**src/rtl/soundweb_pkg.sv**
```systemverilog
// Soundweb London wire constants and framing state, shared by the encoder and decoder.
package soundweb_pkg;
  localparam logic [7:0] STX        = 8'h02;
  localparam logic [7:0] ETX        = 8'h03;
  localparam logic [7:0] ACK        = 8'h06;
  localparam logic [7:0] NAK        = 8'h15;
  localparam logic [7:0] ESC        = 8'h1B;
  localparam logic [7:0] ESC_OFFSET = 8'h80;
  localparam int         BODY_LEN   = 14;
  localparam int         FIELD_N    = 13;

  typedef enum logic [1:0] {IDLE, BODY, ESC_WAIT, DISCARD} sw_state_e;

  // Bytes that must never appear raw inside a frame body.
  function automatic logic is_special(input logic [7:0] b);
    return (b == STX) || (b == ETX) || (b == ACK) || (b == NAK) || (b == ESC);
  endfunction
endpackage

```
**src/rtl/soundweb_decoder_if.sv**
```systemverilog
// Receive byte stream into the decoder: one byte per cycle, no backpressure.
interface soundweb_decoder_if;
  logic [7:0] rx_data;
  logic       rx_valid;

  modport master (output rx_data, rx_valid);
  modport slave  (input  rx_data, rx_valid);
endinterface

```
**src/rtl/soundweb_unstuff.sv**
```systemverilog
// Byte classifier / unescaper: turns a wire byte into a body byte or a control strobe.
module soundweb_unstuff
  import soundweb_pkg::*;
(
  input  logic       rx_valid,
  input  logic [7:0] rx_data,
  input  logic       esc_wait,
  output logic [7:0] body_byte,
  output logic       body_vld,
  output logic       stx,
  output logic       etx,
  output logic       esc,
  output logic       ack,
  output logic       nak,
  output logic       bad_esc
);
  always_comb begin
    body_byte = rx_data;
    body_vld  = 1'b0;
    stx       = 1'b0;
    etx       = 1'b0;
    esc       = 1'b0;
    ack       = 1'b0;
    nak       = 1'b0;
    bad_esc   = 1'b0;
    if (rx_valid) begin
      if (rx_data == STX) begin
        stx = 1'b1;
      end else if (esc_wait) begin
        // Only the five escaped codes are legal after ESC; anything else (ETX included) is an error.
        if (is_special(rx_data - ESC_OFFSET)) begin
          body_vld  = 1'b1;
          body_byte = rx_data - ESC_OFFSET;
        end else begin
          bad_esc = 1'b1;
        end
      end else begin
        etx      = (rx_data == ETX);
        esc      = (rx_data == ESC);
        ack      = (rx_data == ACK);
        nak      = (rx_data == NAK);
        body_vld = !(etx || esc);
      end
    end
  end
endmodule

```
**src/rtl/soundweb_decoder.sv**
```systemverilog
// Soundweb London frame decoder: deframes, unescapes, checks XOR and latches good frames.
module soundweb_decoder
  import soundweb_pkg::*;
#(
  parameter int TIMEOUT_CYCLES = 50000,
  parameter int TIMEOUT_W      = 16
) (
  input  logic               clk,
  input  logic               reset_n,
  soundweb_decoder_if.slave  rx,
  output logic [7:0]         command,
  output logic [7:0]         address_0,
  output logic [7:0]         address_1,
  output logic [7:0]         address_2,
  output logic [7:0]         address_3,
  output logic [7:0]         address_4,
  output logic [7:0]         address_5,
  output logic [7:0]         sv_0,
  output logic [7:0]         sv_1,
  output logic [7:0]         data_0,
  output logic [7:0]         data_1,
  output logic [7:0]         data_2,
  output logic [7:0]         data_3,
  output logic               msg_valid,
  output logic               ack_seen,
  output logic               nak_seen,
  output logic               err_checksum,
  output logic               err_length,
  output logic               err_framing
);
  localparam logic [TIMEOUT_W-1:0] GAP_LAST = TIMEOUT_W'(TIMEOUT_CYCLES - 1);

  sw_state_e                    state_q, state_d;
  logic [3:0]                   cnt_q, cnt_d;
  logic [7:0]                   xor_q, xor_d;
  logic [TIMEOUT_W-1:0]         gap_q, gap_d;
  logic [BODY_LEN-1:0][7:0]     shadow_q;
  logic [FIELD_N-1:0][7:0]      field_q;
  logic                         store, load;
  logic msg_d, ack_d, nak_d, cks_d, len_d, frm_d;

  logic [7:0] u_byte;
  logic       u_vld, u_stx, u_etx, u_esc, u_ack, u_nak, u_bad;

  soundweb_unstuff u_unstuff (
    .rx_valid (rx.rx_valid),
    .rx_data  (rx.rx_data),
    .esc_wait (state_q == ESC_WAIT),
    .body_byte(u_byte),
    .body_vld (u_vld),
    .stx      (u_stx),
    .etx      (u_etx),
    .esc      (u_esc),
    .ack      (u_ack),
    .nak      (u_nak),
    .bad_esc  (u_bad)
  );

  always_comb begin
    state_d = state_q;
    cnt_d   = cnt_q;
    xor_d   = xor_q;
    gap_d   = gap_q;
    store   = 1'b0;
    load    = 1'b0;
    msg_d   = 1'b0;
    ack_d   = 1'b0;
    nak_d   = 1'b0;
    cks_d   = 1'b0;
    len_d   = 1'b0;
    frm_d   = 1'b0;
    if (state_q == IDLE) begin
      gap_d = '0;
      if (u_stx) begin
        state_d = BODY;
        cnt_d   = '0;
        xor_d   = '0;
      end else begin
        ack_d = u_ack;
        nak_d = u_nak;
      end
    end else if (!rx.rx_valid) begin
      gap_d = gap_q + 1'b1;
      if (gap_q == GAP_LAST) begin
        frm_d   = (state_q != DISCARD);
        state_d = IDLE;
        gap_d   = '0;
      end
    end else begin
      gap_d = '0;
      if (u_stx) begin
        frm_d   = (state_q != DISCARD);
        state_d = BODY;
        cnt_d   = '0;
        xor_d   = '0;
      end else if (state_q == DISCARD) begin
        if (u_etx) state_d = IDLE;
      end else if (u_bad) begin
        frm_d   = 1'b1;
        state_d = IDLE;
      end else if (u_esc) begin
        state_d = ESC_WAIT;
      end else if (u_etx) begin
        state_d = IDLE;
        if (cnt_q != 4'(BODY_LEN)) len_d = 1'b1;
        else if (xor_q != 8'h00)   cks_d = 1'b1;
        else begin
          msg_d = 1'b1;
          load  = 1'b1;
        end
      end else if (u_vld) begin
        if (cnt_q == 4'(BODY_LEN)) begin
          len_d   = 1'b1;
          state_d = DISCARD;
        end else begin
          store   = 1'b1;
          cnt_d   = cnt_q + 4'd1;
          xor_d   = xor_q ^ u_byte;
          state_d = BODY;
        end
      end
    end
  end

  always_ff @(posedge clk or negedge reset_n) begin
    if (!reset_n) begin
      state_q      <= IDLE;
      cnt_q        <= '0;
      xor_q        <= '0;
      gap_q        <= '0;
      shadow_q     <= '0;
      field_q      <= '0;
      msg_valid    <= 1'b0;
      ack_seen     <= 1'b0;
      nak_seen     <= 1'b0;
      err_checksum <= 1'b0;
      err_length   <= 1'b0;
      err_framing  <= 1'b0;
    end else begin
      state_q      <= state_d;
      cnt_q        <= cnt_d;
      xor_q        <= xor_d;
      gap_q        <= gap_d;
      if (store) shadow_q[cnt_q] <= u_byte;
      if (load)  field_q <= shadow_q[FIELD_N-1:0];
      msg_valid    <= msg_d;
      ack_seen     <= ack_d;
      nak_seen     <= nak_d;
      err_checksum <= cks_d;
      err_length   <= len_d;
      err_framing  <= frm_d;
    end
  end

  assign command   = field_q[0];
  assign address_0 = field_q[1];
  assign address_1 = field_q[2];
  assign address_2 = field_q[3];
  assign address_3 = field_q[4];
  assign address_4 = field_q[5];
  assign address_5 = field_q[6];
  assign sv_0      = field_q[7];
  assign sv_1      = field_q[8];
  assign data_0    = field_q[9];
  assign data_1    = field_q[10];
  assign data_2    = field_q[11];
  assign data_3    = field_q[12];
endmodule
```
**src/flat_wrapper.sv**
```systemverilog
// flat-port wrapper written by rule: the top's interface ports become plain ports
module soundweb_decoder_flat import soundweb_pkg::*;
#(
  parameter int TIMEOUT_CYCLES = 50000,
  parameter int TIMEOUT_W      = 16
)
  (clk, reset_n, command, address_0, address_1, address_2, address_3, address_4, address_5, sv_0, sv_1, data_0, data_1, data_2, data_3, msg_valid, ack_seen, nak_seen, err_checksum, err_length, err_framing, rx_rx_data, rx_rx_valid);
  soundweb_decoder_if rx_i ();
  input  logic clk;
  input  logic reset_n;
  output logic [7:0] command;
  output logic [7:0] address_0;
  output logic [7:0] address_1;
  output logic [7:0] address_2;
  output logic [7:0] address_3;
  output logic [7:0] address_4;
  output logic [7:0] address_5;
  output logic [7:0] sv_0;
  output logic [7:0] sv_1;
  output logic [7:0] data_0;
  output logic [7:0] data_1;
  output logic [7:0] data_2;
  output logic [7:0] data_3;
  output logic msg_valid;
  output logic ack_seen;
  output logic nak_seen;
  output logic err_checksum;
  output logic err_length;
  output logic err_framing;
  input wire logic [$bits(rx_i.rx_data)-1:0] rx_rx_data;
  input wire logic [$bits(rx_i.rx_valid)-1:0] rx_rx_valid;
  assign rx_i.rx_data = rx_rx_data;
  assign rx_i.rx_valid = rx_rx_valid;
  soundweb_decoder #(.TIMEOUT_CYCLES(TIMEOUT_CYCLES), .TIMEOUT_W(TIMEOUT_W)) u_core (.clk(clk), .reset_n(reset_n), .rx(rx_i), .command(command), .address_0(address_0), .address_1(address_1), .address_2(address_2), .address_3(address_3), .address_4(address_4), .address_5(address_5), .sv_0(sv_0), .sv_1(sv_1), .data_0(data_0), .data_1(data_1), .data_2(data_2), .data_3(data_3), .msg_valid(msg_valid), .ack_seen(ack_seen), .nak_seen(nak_seen), .err_checksum(err_checksum), .err_length(err_length), .err_framing(err_framing));
endmodule
```
**config.mk**
```make
export PLATFORM = sky130hd
export DESIGN_NAME = soundweb_decoder_flat
export DESIGN_NICKNAME = d
export VERILOG_FILES = /design/src/rtl/soundweb_pkg.sv /design/src/rtl/soundweb_decoder_if.sv /design/src/rtl/soundweb_unstuff.sv /design/src/rtl/soundweb_decoder.sv /design/src/flat_wrapper.sv
export SDC_FILE = /design/constraint.sdc
export NUM_CORES = 1
export LEC_CHECK = 0
export ABC_AREA = 1
export BUFFER_PORTS_ARGS = -buffer_cell sky130_fd_sc_hd__buf_4
export CORE_AREA = 2 2 193 195
export DETAILED_ROUTE_END_ITERATION = 8
export DIE_AREA = 0 0 195 197
export HOLD_SLACK_MARGIN = 0.15
export PLACE_DENSITY = 0.5
export SYNTH_ARGS = -nofsm -noshare
export SYNTH_HDL_FRONTEND = slang
export SYNTH_SLANG_ARGS = --single-unit
```
**constraint.sdc**
```tcl
create_clock -name clk -period 1.8 [get_ports clk]
set_input_delay 0.09 -clock clk [delete_from_list [all_inputs] [get_ports clk]]
set_output_delay 0.09 -clock clk [all_outputs]
set_load 0.01 [all_outputs]
```
==> flow_summary_export.csv, run 1 <==
group,metric,value,unit
clock_tree,path_clk_slew,60,ps
routing,drtIter0Drc,479,
floorplan,row_count,70,
sta,fin_crit_sh,101.4,%
cells_and_area,largest_reg_flops,104,
floorplan,fp.dieArea,38420,sq um
logic_synthesis,synth_cells,1216,
routing,wl_met2,15110,microns
clock_tree,htree_num_levels,1,
sta,finalSetupViolations,66,
clock_tree,cts.sinks,244,
sta,fmax,547.8,MHz
grt,antenna_found_initial,0,
logic_synthesis,syn_avg_cell_area,8.826,sq um
clock_tree,clock_latency,560,ps
placement,hpwl,19560,microns
routing,wl,31050,microns
routing,drt_first_pass_iters,5,
logic_synthesis,syn-cell-area,10730,sq um
logic_synthesis,synth_top_area_share,56.89,%
cells_and_area,drive_above_1_share,29.15,%
clock_tree,clk_path_buf_depth,3,
power_and_ir_drop,p_int,12.21,mW
logic_synthesis,ys_async_sr_fraction,100.0,%
logic_synthesis,synth_cell_types,30,
grt,grt_pass1_vias,8928,
floorplan,die_w,195,microns
cells_and_area,final_cell_mix,"341 x nand2_1, 243 x dfrtp_1, 185 x buf_4, 141 x inv_1, 70 x o21ai_1",
sta,fin_tns_setup,-915.3,ps
placement,placed_cells,1822,
setup_path,critPathArrivalTime,2270,ps
placement,gp_congestion,0.8130,
setup_path,required,2240,ps
sta,fin_ws,-25.43,ps
setup_path,criticalPathCategory,"flip-flop to flip-flop",
cells_and_area,regArea,6107,sq um
routing,vias_per_cell,4.592,
routing,vias,8812,
setup_path,r2r_cells,8,
grt,grt_pass1_wl,49390,microns
power_and_ir_drop,p_leak,7.274,nW
run_status,outcome,"complete, but fails checks",
cells_and_area,reg.largest.list,"u_core.shadow_q: 104 flops, u_core.gap_q: 16 flops",
setup_path,critPathCaptureType,"flip-flop",
routing,drc,0,
floorplan,core-area,36260,sq um
logic_synthesis,synth_area_leader_cell,"dfrtp_1",
logic_synthesis,synthFlopType,"dfrtp_1",
cells_and_area,diodes,0,
power_and_ir_drop,power_density,1277,nW/um^2
power_and_ir_drop,power_frac_clock,29.0,%
sta,slew_headroom,62.63,%
routing,wl_per_cell,16.18,microns
power_and_ir_drop,ir_drop,0.0007297,V
sta,finalMaxSlewViolations,0,
run_status,violations,"negative setup slack",
routing,wl_met3,1477,microns
grt,overflow,0,
cells_and_area,fillerInstances,3697,
logic_synthesis,seq_area_frac_synth,56.89,%
min_path,hp-class,"input pin to flip-flop",
placement,portBuffers,120,
grt,grt_max_degree,59,
cells_and_area,nNetsFinal,1447,
cells_and_area,mostFrequentLayoutCell,"nand2_1",
floorplan,die_y,197,microns
power_and_ir_drop,p_comb_share,30.9,%
logic_synthesis,ys_seq_elements,244,
floorplan,io_pins,121,
sta,rsz0062_at_grt,"true",
sta,fin_worst_skew,23.15,ps
routing,antenna_left,0,
grt,grtUsageTotal,16.16,%
floorplan,start_util,29.60,%
power_and_ir_drop,power_frac_seq,40.1,%
routing,met1Wirelength,13960,microns
run,maxCapViolations,0,
routing,topRoutingLayerUsed,"met4",
sta,min_period,1825,ps
clock_tree,cts_tree,"yes",
sta,max_slew.worst_pin.slew,558.4,ps
logic_synthesis,synth-edff-count,0,
logic_synthesis,synth.area.top_cells,"dfrtp_1 57%, nand2_1 14%, inv_1 5.1%",
power_and_ir_drop,p_switching,6.560,mW
cells_and_area,syn2layout_area_growth,36.99,%
cells_and_area,layout.cells.non_filler,1919,
cells_and_area,top_register,"u_core.shadow_q",
cells_and_area,multi_input_area,4065,sq um
sta,hold_viol,0,
clock_tree,cts_buffers,28,
min_path,hold_depth,4,
logic_synthesis,synth_nets,1232,
setup_path,start_kind,"flip-flop",
setup_path,cp_max_fo,17,
power_and_ir_drop,swShare,34.94,%
logic_synthesis,yosysWarnings,0,
clock_tree,cts-root-buf,"clkbuf_16",
[kinds of logic after synthesis]
| logic type | share of synthesized area (%) |
|---|---|
| DFF | 56.89 |
| AOI/OAI and AO/OA | 6.587 |
| buffers and inverters | 9.291 |
| adders and majority gates | 0.5829 |
| xor gates and xnor gates | 0.9792 |
| and+or+nand+nor | 25.67 |
[path summary, 6_finish.rpt]
check                                start                  end  slack, ps
min in group asynchronous          reset_n       u_core.sv_1[3]        620
hold / removal               rx_rx_data[3]   u_core.shadow_q[3]        450
setup / recovery           u_core.xor_q[2]  u_core.address_3[2]        -30
max in group asynchronous          reset_n    u_core.state_q[0]        480
hold reg to reg            u_core.gap_q[0]      u_core.gap_q[0]        460
setup reg to reg           u_core.xor_q[2]  u_core.address_3[2]        -30
[layer usage]
metal / up-vias / track usage [%]
li1: 4327 / -
met1: 4289 / 21.57
met2: 165 / 27.42
met3: 31 / 2.841
met4: 0 / 3.675
met5: - / 0
[metrics by stage]
stage	total power [mW]	hold slack, ps	instance area [sq um]	utilization, %	setup slack (ps)
5_1_grt	20.00	456.8	14700	40.55	-133.5
3_5_place_dp	12.24	85.34	12590	34.73	-134.4
4_1_cts	18.18	427.9	14200	39.16	-35.32
3_3_place_gp	12.17	88.10	12590	34.73	-101.9
6_report	18.77	449.4	14700	40.55	-25.43
2_1_floorplan	10.29	-205.6	10740	-	38.15
[power by group through the flow]
stage | clock [mW] | combinational [mW] | sequential [mW]
3_3_place_gp | 0 | 4.66 | 7.51
2_1_floorplan | 0 | 2.95 | 7.34
5_1_grt | 5.84 | 6.48 | 7.69
6_report | 5.44 | 5.80 | 7.53
3_5_place_dp | 0 | 4.71 | 7.53
4_1_cts | 5.59 | 5.13 | 7.46
[area by class of cell]
cell class / instances / share of cell area (%)
Sequential cell: 244 / 41.54
Multi-Input combinational cell: 760 / 27.65
Timing Repair Buffer: 246 / 16.94
Clock buffer: 39 / 5.455
Tap cell: 468 / 3.983
Inverter: 151 / 3.872
Clock inverter: 11 / 0.5617
[worst max-delay path, cell delays in order (launching register included)]
cell and delay [ps]:
dfrtp_1 440, nor4_4 330, nand2_2 120, nor3_4 160, nand3_4 170, buf_12 200
buf_16 150, nand2_1 60, o21ai_1 60
[cell usage after synthesis, types with 7 or more instances]
cell / number
nand2_1: 392
dfrtp_1: 244
inv_1: 145
o21ai_1: 77
nand3_1: 74
nand4_1: 68
nor2_1: 51
o21ai_2: 24
clkbuf_1: 22
buf_6: 20
o21ai_0: 14
buf_4: 12
xor2_1: 11
a21oi_1: 7
nand2_2: 7
nor3_1: 7
nor4_1: 7
[what timing repair did]
action	CTS	global route
gates resized for setup	56	94
hold endpoints to repair	355	0
buffers inserted	11	10
cloned	11	4
hold buffers	12	0
pin swaps	8	29
endpoints found under the setup margin	189	224
(Power assumes the default switching activity.)
==> run 2, diff against run 1 <==
Settings changed: BUFFER_PORTS_ARGS -buffer_cell sky130_fd_sc_hd__buf_4 to default, CORE_AREA 2 2 193 195 to 2 2 191 193, DIE_AREA 0 0 195 197 to 0 0 193 195, DONT_BUFFER_PORTS from default to 1, PLACE_DENSITY 0.5 to 0.47, SYNTH_HIERARCHICAL from default to 1.
==> flow_summary_export.csv, run 2 <==
group,metric,value,unit
cells_and_area,mostFrequentLayoutCell,"nand2_1",
power_and_ir_drop,power_frac_clock,38.2,%
cells_and_area,final_cell_mix,"439 x nand2_1, 244 x dfrtp_1, 145 x nand2_2, 112 x nand4_1, 66 x nor2_1",
clock_tree,path_clk_slew,60,ps
cells_and_area,reg.largest.list,"u_core/shadow_q: 104 flops, u_core/gap_q: 16 flops",
grt,grt_pass1_vias,8657,
logic_synthesis,synth-xor-area-share,0.9123,%
routing,vias,8791,
clock_tree,cts_buffers,28,
setup_path,path_cells,"nor2_4 > nor2_1 > nand4_1 > nand3_1 > nor2_2 > buf_4 > nand2_1 > nor2_1 > nand2_1 > nor2_4 > buf_4 > buf_16 > nand4_1 > nand2_2",
clock_tree,htree_num_levels,1,
sta,finalSetupViolations,221,
run_status,violations,"negative hold slack, negative setup slack",
logic_synthesis,ys_seq_elements,244,
power_and_ir_drop,power_density,1058,nW/um^2
power_and_ir_drop,p_int,10.66,mW
logic_synthesis,muxShareOfSynthArea,0,%
floorplan,row_count,69,
placement,gp_congestion,0.8198,
placement,dpl_cell_area,11520,sq um
setup_path,critPathCaptureType,"flip-flop",
cells_and_area,fillerInstances,3534,
grt,overflow,0,
placement,portBuffers,0,
logic_synthesis,synthFlopType,"dfrtp_1",
setup_path,cp_max_fo,13,
cells_and_area,largest_reg_flops,104,
floorplan,fp.dieArea,37640,sq um
grt,grtUsageTotal,17.31,%
logic_synthesis,yosysMostFrequentCell,"nand2_1",
logic_synthesis,yosysWarnings,6,
floorplan,die_w,193,microns
routing,antenna_left,0,
sta,fin_worst_skew,20.00,ps
cells_and_area,layout.cells.non_filler,1852,
clock_tree,cts.sinks,244,
logic_synthesis,syn_avg_cell_area,8.348,sq um
routing,wl,34220,microns
routing,drc,0,
floorplan,core-area,35400,sq um
setup_path,start_kind,"flip-flop",
sta,rsz0062_at_grt,"true",
floorplan,start_util,29.83,%
clock_tree,cts-root-buf,"clkbuf_16",
logic_synthesis,seq_area_frac_synth,57.82,%
setup_path,max_stage_delay,400,ps
logic_synthesis,synth-edff-count,0,
sta,min_period,2072,ps
cells_and_area,syn2layout_area_growth,35.84,%
placement,placed_cells,1734,
sta,fin_ws,-271.8,ps
routing,wl_per_cell,18.48,microns
logic_synthesis,synth_nets,1281,
run_status,outcome,"complete, but fails checks",
sta,whs,-762.3,ps
logic_synthesis,synth_adder_area_share,0.5924,%
logic_synthesis,synthTopCellsByCount,"609 x nand2_1, 244 x dfrtp_1, 112 x nand4_1",
cells_and_area,top_register,"u_core/shadow_q",
power_and_ir_drop,power.total,15.18,mW
setup_path,critPathArrivalTime,2570,ps
logic_synthesis,syn-cell-area,10560,sq um
logic_synthesis,synth_cell_types,31,
clock_tree,clock_latency,560,ps
grt,grt_pass1_wl,50830,microns
setup_path,criticalPathCategory,"flip-flop to flip-flop",
sta,fmax,482.7,MHz
sta,finalMaxSlewViolations,0,
grt,grt_max_degree,245,
power_and_ir_drop,ir_drop,0.0007163,V
power_and_ir_drop,p_comb_share,19.3,%
setup_path,crit_buf_inv,3,
placement,hpwl,18410,microns
cells_and_area,nNetsFinal,1385,
routing,drtIter0Drc,615,
logic_synthesis,synth_cells,1265,
logic_synthesis,synth_top_family_by_area,"simple AND/OR/NAND/NOR gates",
clock_tree,cts_tree,"yes",
run,maxCapViolations,0,
floorplan,die_y,195,microns
logic_synthesis,synth_area_leader_cell,"dfrtp_1",
setup_path,required,2300,ps
logic_synthesis,synth_top_area_share,57.82,%
logic_synthesis,synth.area.top_cells,"dfrtp_1 58%, nand2_1 22%, nand4_1 6.6%",
cells_and_area,diodes,0,
sta,hold_viol,269,
routing,drt_first_pass_iters,6,
placement,place_ws,-294.1,ps
routing,vias_per_cell,4.747,
grt,antenna_found_initial,0,
power_and_ir_drop,swShare,29.76,%
setup_path,critPathSlowestCell,"dfrtp_1",
cells_and_area,design_area,14350,sq um
logic_synthesis,ys_async_sr_fraction,100.0,%
logic_synthesis,yosys.area_share.simple,33.33,%
power_and_ir_drop,power_frac_seq,42.5,%
clock_tree,clk_path_buf_depth,3,
floorplan,io_pins,121,
power_and_ir_drop,p_switching,4.518,mW
sta,max_slew.worst_pin.slew,989.8,ps
setup_path,crit_family,"simple AND/OR/NAND/NOR gates",
power_and_ir_drop,p_leak,7.336,nW
cells_and_area,drive_above_1_share,28.40,%
sta,slew_headroom,33.80,%
sta,fin_crit_sh,115.1,%
min_path,hp-class,"input pin to async pin",
logic_synthesis,synth-compound-area-share,1.481,%
==> run 2: worst paths after layout <==
check	start	to	slack [ps]	cells after the start
setup / recovery	u_core/state_q[0]	u_core/shadow_q[25]	-270	14
hold / removal	reset_n	u_core/address_5[5]	-760	0
setup reg to reg	u_core/state_q[0]	u_core/shadow_q[25]	-270	14
hold reg to reg	u_core/gap_q[0]	u_core/gap_q[0]	460	1
max in group asynchronous	reset_n	u_core/err_length	2140	0
min in group clk	rx_rx_data[2]	u_core/shadow_q[58]	-160	3
==> run 2: power by group through the flow <==
stage / Combinational (mW) / Clock, mW / Sequential (mW)
4_1_cts: 2.72 / 5.96 / 6.40
6_report: 2.93 / 5.79 / 6.45
2_1_floorplan: 1.55 / 0 / 6.40
5_1_grt: 3.25 / 6.20 / 6.51
3_5_place_dp: 2.30 / 0 / 6.48
3_3_place_gp: 2.28 / 0 / 6.49
==> run 2: cell type report <==
type                    count  area, sq um  share of cell area (%)
clock inverters            12        127.6                  0.8897
inverters                  61        242.7                   1.692
well taps                 461        576.8                   4.021
clock buffers              40        815.8                   5.687
repair buffers            148         1939                   13.52
multi-input cells         886         4537                   31.63
flip-flops and latches    244         6106                   42.56
==> run 2: metal layers <==
layer / vias up / GRT usage, % / wire length, microns
met2: 206 / 27.40 / 15940
met4: 0 / 4.854 / 690
met1: 4289 / 23.89 / 15480
met5: - / 0 / 0
li1: 4251 / - / -
met3: 45 / 3.666 / 2113
==> run 2: stage by stage <==
stage,utilization (%),setup TNS (ps)
2_1_floorplan,-,-19650
3_3_place_gp,32.55,-46370
3_5_place_dp,32.55,-48760
4_1_cts,37.62,-28090
5_1_grt,40.53,-71920
6_report,40.53,-48440
==> run 2: logic make-up after synthesis <==
kind of cell | after synthesis
AND/OR/NAND/NOR | 841
XOR/XNOR | 11
AO/OA/AOI/OAI | 29
flip-flops | 244
buffers and inverters | 135
adder cells (fa/ha/maj) | 5
==> run 2: repair_timing <==
item / in CTS / in global routing
setup buffers: 12 / 3
pin swaps: 6 / 98
hold buffers: 28 / 3
gates resized for setup: 53 / 223
gates cloned: 6 / 15
hold endpoints to repair: 384 / 309
endpoints found under the setup margin: 222 / 233
==> run 2: worst reg2reg max path: stages, from the launching register on <==
cell and delay (ps):
dfrtp_1 400, nor2_4 140, nor2_1 50, nand4_1 120, nand3_1 110, nor2_2 130, buf_4 130, nand2_1 50
nor2_1 100, nand2_1 110, nor2_4 140, buf_4 180, buf_16 150, nand4_1 100, nand2_2 120
==> run 3, diff against run 2 <==
Settings changed: PLACE_DENSITY 0.47 to 0.45.
Clock period 1.8 ns to 2.7 ns, I/O delays scaled along.
==> flow_summary_export.csv, run 3 (synthesized netlist as in run 2, its figures left out) <==
group,metric,value,unit
run_status,outcome,"complete, but fails checks",
run_status,violations,"negative hold slack",
power_and_ir_drop,p_comb_share,15.9,%
setup_path,path_cells,"dlygate4sd3_1 > buf_12 > nor2_2 > nand2_1 > nor2_1 > nor2_2 > inv_2 > nor2_1 > nor2_2 > nand3_1 > nor2_1 > nand3_1 > buf_4 > o21ai_0 > dlygate4sd3_1 > inv_1",
clock_tree,cts_tree,"yes",
grt,antenna_found_initial,0,
routing,vias,8224,
routing,drc,0,
clock_tree,cts-root-buf,"clkbuf_16",
setup_path,critPathArrivalTime,2910,ps
sta,fmax,407.9,MHz
cells_and_area,nNetsFinal,1298,
setup_path,r2r_cells,14,
cells_and_area,reg.largest.list,"u_core/shadow_q: 104 flops, u_core/gap_q: 16 flops",
setup_path,worst-r2r-setup-slack,280,ps
sta,finalMaxSlewViolations,0,
grt,grt_pass1_vias,8349,
placement,hpwl,18340,microns
placement,portBuffers,0,
placement,gp_congestion,0.7961,
cells_and_area,final_cell_mix,"609 x nand2_1, 244 x dfrtp_1, 112 x nand4_1, 71 x nor2_1, 54 x inv_1",
clock_tree,cts.sinks,244,
routing,wl_per_cell,17.29,microns
clock_tree,cts_buffers,29,
sta,min_period,2451,ps
floorplan,io_pins,121,
cells_and_area,drive_above_1_share,8.019,%
sta,hold_viol,244,
setup_path,required,3160,ps
setup_path,crit_buf_inv,6,
grt,grtUsageTotal,16.27,%
floorplan,die_w,193,microns
power_and_ir_drop,p_switching,2.812,mW
power_and_ir_drop,p_int,6.733,mW
floorplan,fp.dieArea,37640,sq um
power_and_ir_drop,ir_drop,0.0004859,V
setup_path,start_kind,"input pin",
setup_path,reg2reg_to,"u_core/shadow_q[59]",
power_and_ir_drop,p_leak,6.534,nW
cells_and_area,top_register,"u_core/shadow_q",
clock_tree,htree_num_levels,1,
clock_tree,path_clk_slew,60,ps
floorplan,start_util,29.83,%
cells_and_area,largest_reg_flops,104,
cells_and_area,syn2layout_area_growth,16.84,%
sta,rsz0062_at_grt,"true",
setup_path,critPathCaptureType,"flip-flop",
min_path,hp-class,"input pin to async pin",
power_and_ir_drop,power_frac_clock,39.0,%
setup_path,crit_family,"buffers and inverters",
cells_and_area,mostFrequentLayoutCell,"nand2_1",
routing,wl,30400,microns
power_and_ir_drop,power_frac_seq,45.0,%
cells_and_area,fillerInstances,3710,
setup_path,reg2reg_from,"u_core/state_q[1]",
run,maxCapViolations,0,
floorplan,core-area,35400,sq um
clock_tree,clk_path_buf_depth,3,
sta,slew_headroom,35.88,%
grt,grt_pass1_wl,48050,microns
setup_path,cp_max_fo,16,
power_and_ir_drop,power_density,773.6,nW/um^2
sta,max_slew.worst_pin.slew,958.6,ps
routing,drt_first_pass_iters,5,
floorplan,row_count,69,
power_and_ir_drop,swShare,29.46,%
routing,antenna_left,0,
setup_path,critPathSlowestCell,"dlygate4sd3_1",
clock_tree,clock_latency,560,ps
setup_path,cp.depth,16,
setup_path,max_stage_delay,590,ps
grt,overflow,0,
grt,grt_max_degree,245,
routing,vias_per_cell,4.678,
routing,drtIter0Drc,509,
sta,fin_crit_sh,90.79,%
floorplan,die_y,195,microns
sta,finalSetupViolations,0,
sta,fin_worst_skew,6.966,ps
sta,whs,-718.8,ps
power_and_ir_drop,power.total,9.545,mW
setup_path,criticalPathCategory,"input pin to flip-flop",
cells_and_area,diodes,0,
==> run 3: changes by cell type in the layout (fill, tap and decap cells not counted), sizes merged <==
cell / before / now
clkbuf: 52 / 41
buf: 119 / 39
clkinvlp: 1 / 0
clkinv: 13 / 7
dlygate4sd3: 17 / 21
bufinv: 2 / 1
inv: 57 / 58
==> run 3: worst max path at each step <==
stage | from | end | slack, ps
6_report | rx_rx_data[4] | u_core/shadow_q[59] | 250
5_1_grt | u_core/state_q[1] | u_core/shadow_q[58] | -20
4_1_cts | u_core/state_q[1] | u_core/shadow_q[56] | 40
3_5_place_dp | u_core/state_q[1] | u_core/shadow_q[31] | 220
3_3_place_gp | u_core/state_q[1] | u_core/shadow_q[9] | 250
2_1_floorplan | u_core/state_q[1] | u_core/shadow_q[64] | 550
==> run 3: per-stage QoR <==
| stage | utilization, % | area, sq um | setup WS [ps] | cells | setup TNS, ps |
|---|---|---|---|---|---|
| 2_1_floorplan | - | 10560 | 551.8 | 1265 | 0 |
| 3_3_place_gp | 31.28 | 11070 | 252.7 | 1680 | 0 |
| 3_5_place_dp | 31.28 | 11070 | 222.6 | 1680 | 0 |
| 4_1_cts | 34.66 | 12270 | 40.36 | 1751 | 0 |
| 5_1_grt | 34.86 | 12340 | -20.62 | 1758 | -112.5 |
| 6_report | 34.86 | 12340 | 248.6 | 1758 | 0 |
==> run 3: layout make-up <==
| class | count | area (sq um) | share of cell area (%) |
|---|---|---|---|
| clock inverter | 5 | 65.06 | 0.5273 |
| clock buffer | 41 | 830.8 | 6.734 |
| inverter | 61 | 231.5 | 1.876 |
| timing repair buffer | 60 | 653.1 | 5.294 |
| sequential | 244 | 6106 | 49.49 |
| tap | 461 | 576.8 | 4.675 |
| multi-input combinational | 886 | 3875 | 31.41 |
==> run 3: what timing repair did <==
action / 4_1_cts / 5_1_grt
setup buffers: 0 / 6
endpoints found under the setup margin: 0 / 166
hold buffers: 25 / 1
gates resized for setup: 0 / 6
endpoints found under the hold margin: 382 / 245
==> run 3: worst register-to-register path, delay by kind of cell, from the launching register on <==
family,cells,cell delay (ps)
buffers and inverters,5,1020
DFF,1,400
and+or+nand+nor,8,830
AOI/OAI and AO/OA,1,70
==> run 3: power by group through the flow <==
stage	Clock, mW	Sequential, mW	Combinational [mW]
after floorplan	0	4.26	1.03
final	3.72	4.30	1.52
after detailed placement	0	4.35	1.40
after global placement	0	4.36	1.39
after CTS	3.86	4.30	1.52
after global routing	4.02	4.35	1.71
==> run 3: metal layers <==
layer  global-route usage, %  vias to the layer above  part of all wire (%)
li1                        -                     4044                     -
met1                   22.14                     3930                    46
met2                   25.69                      199                    46
met3                   3.684                       51                   6.2
met4                   5.079                        0                   2.4
met5                       0                        -                     0
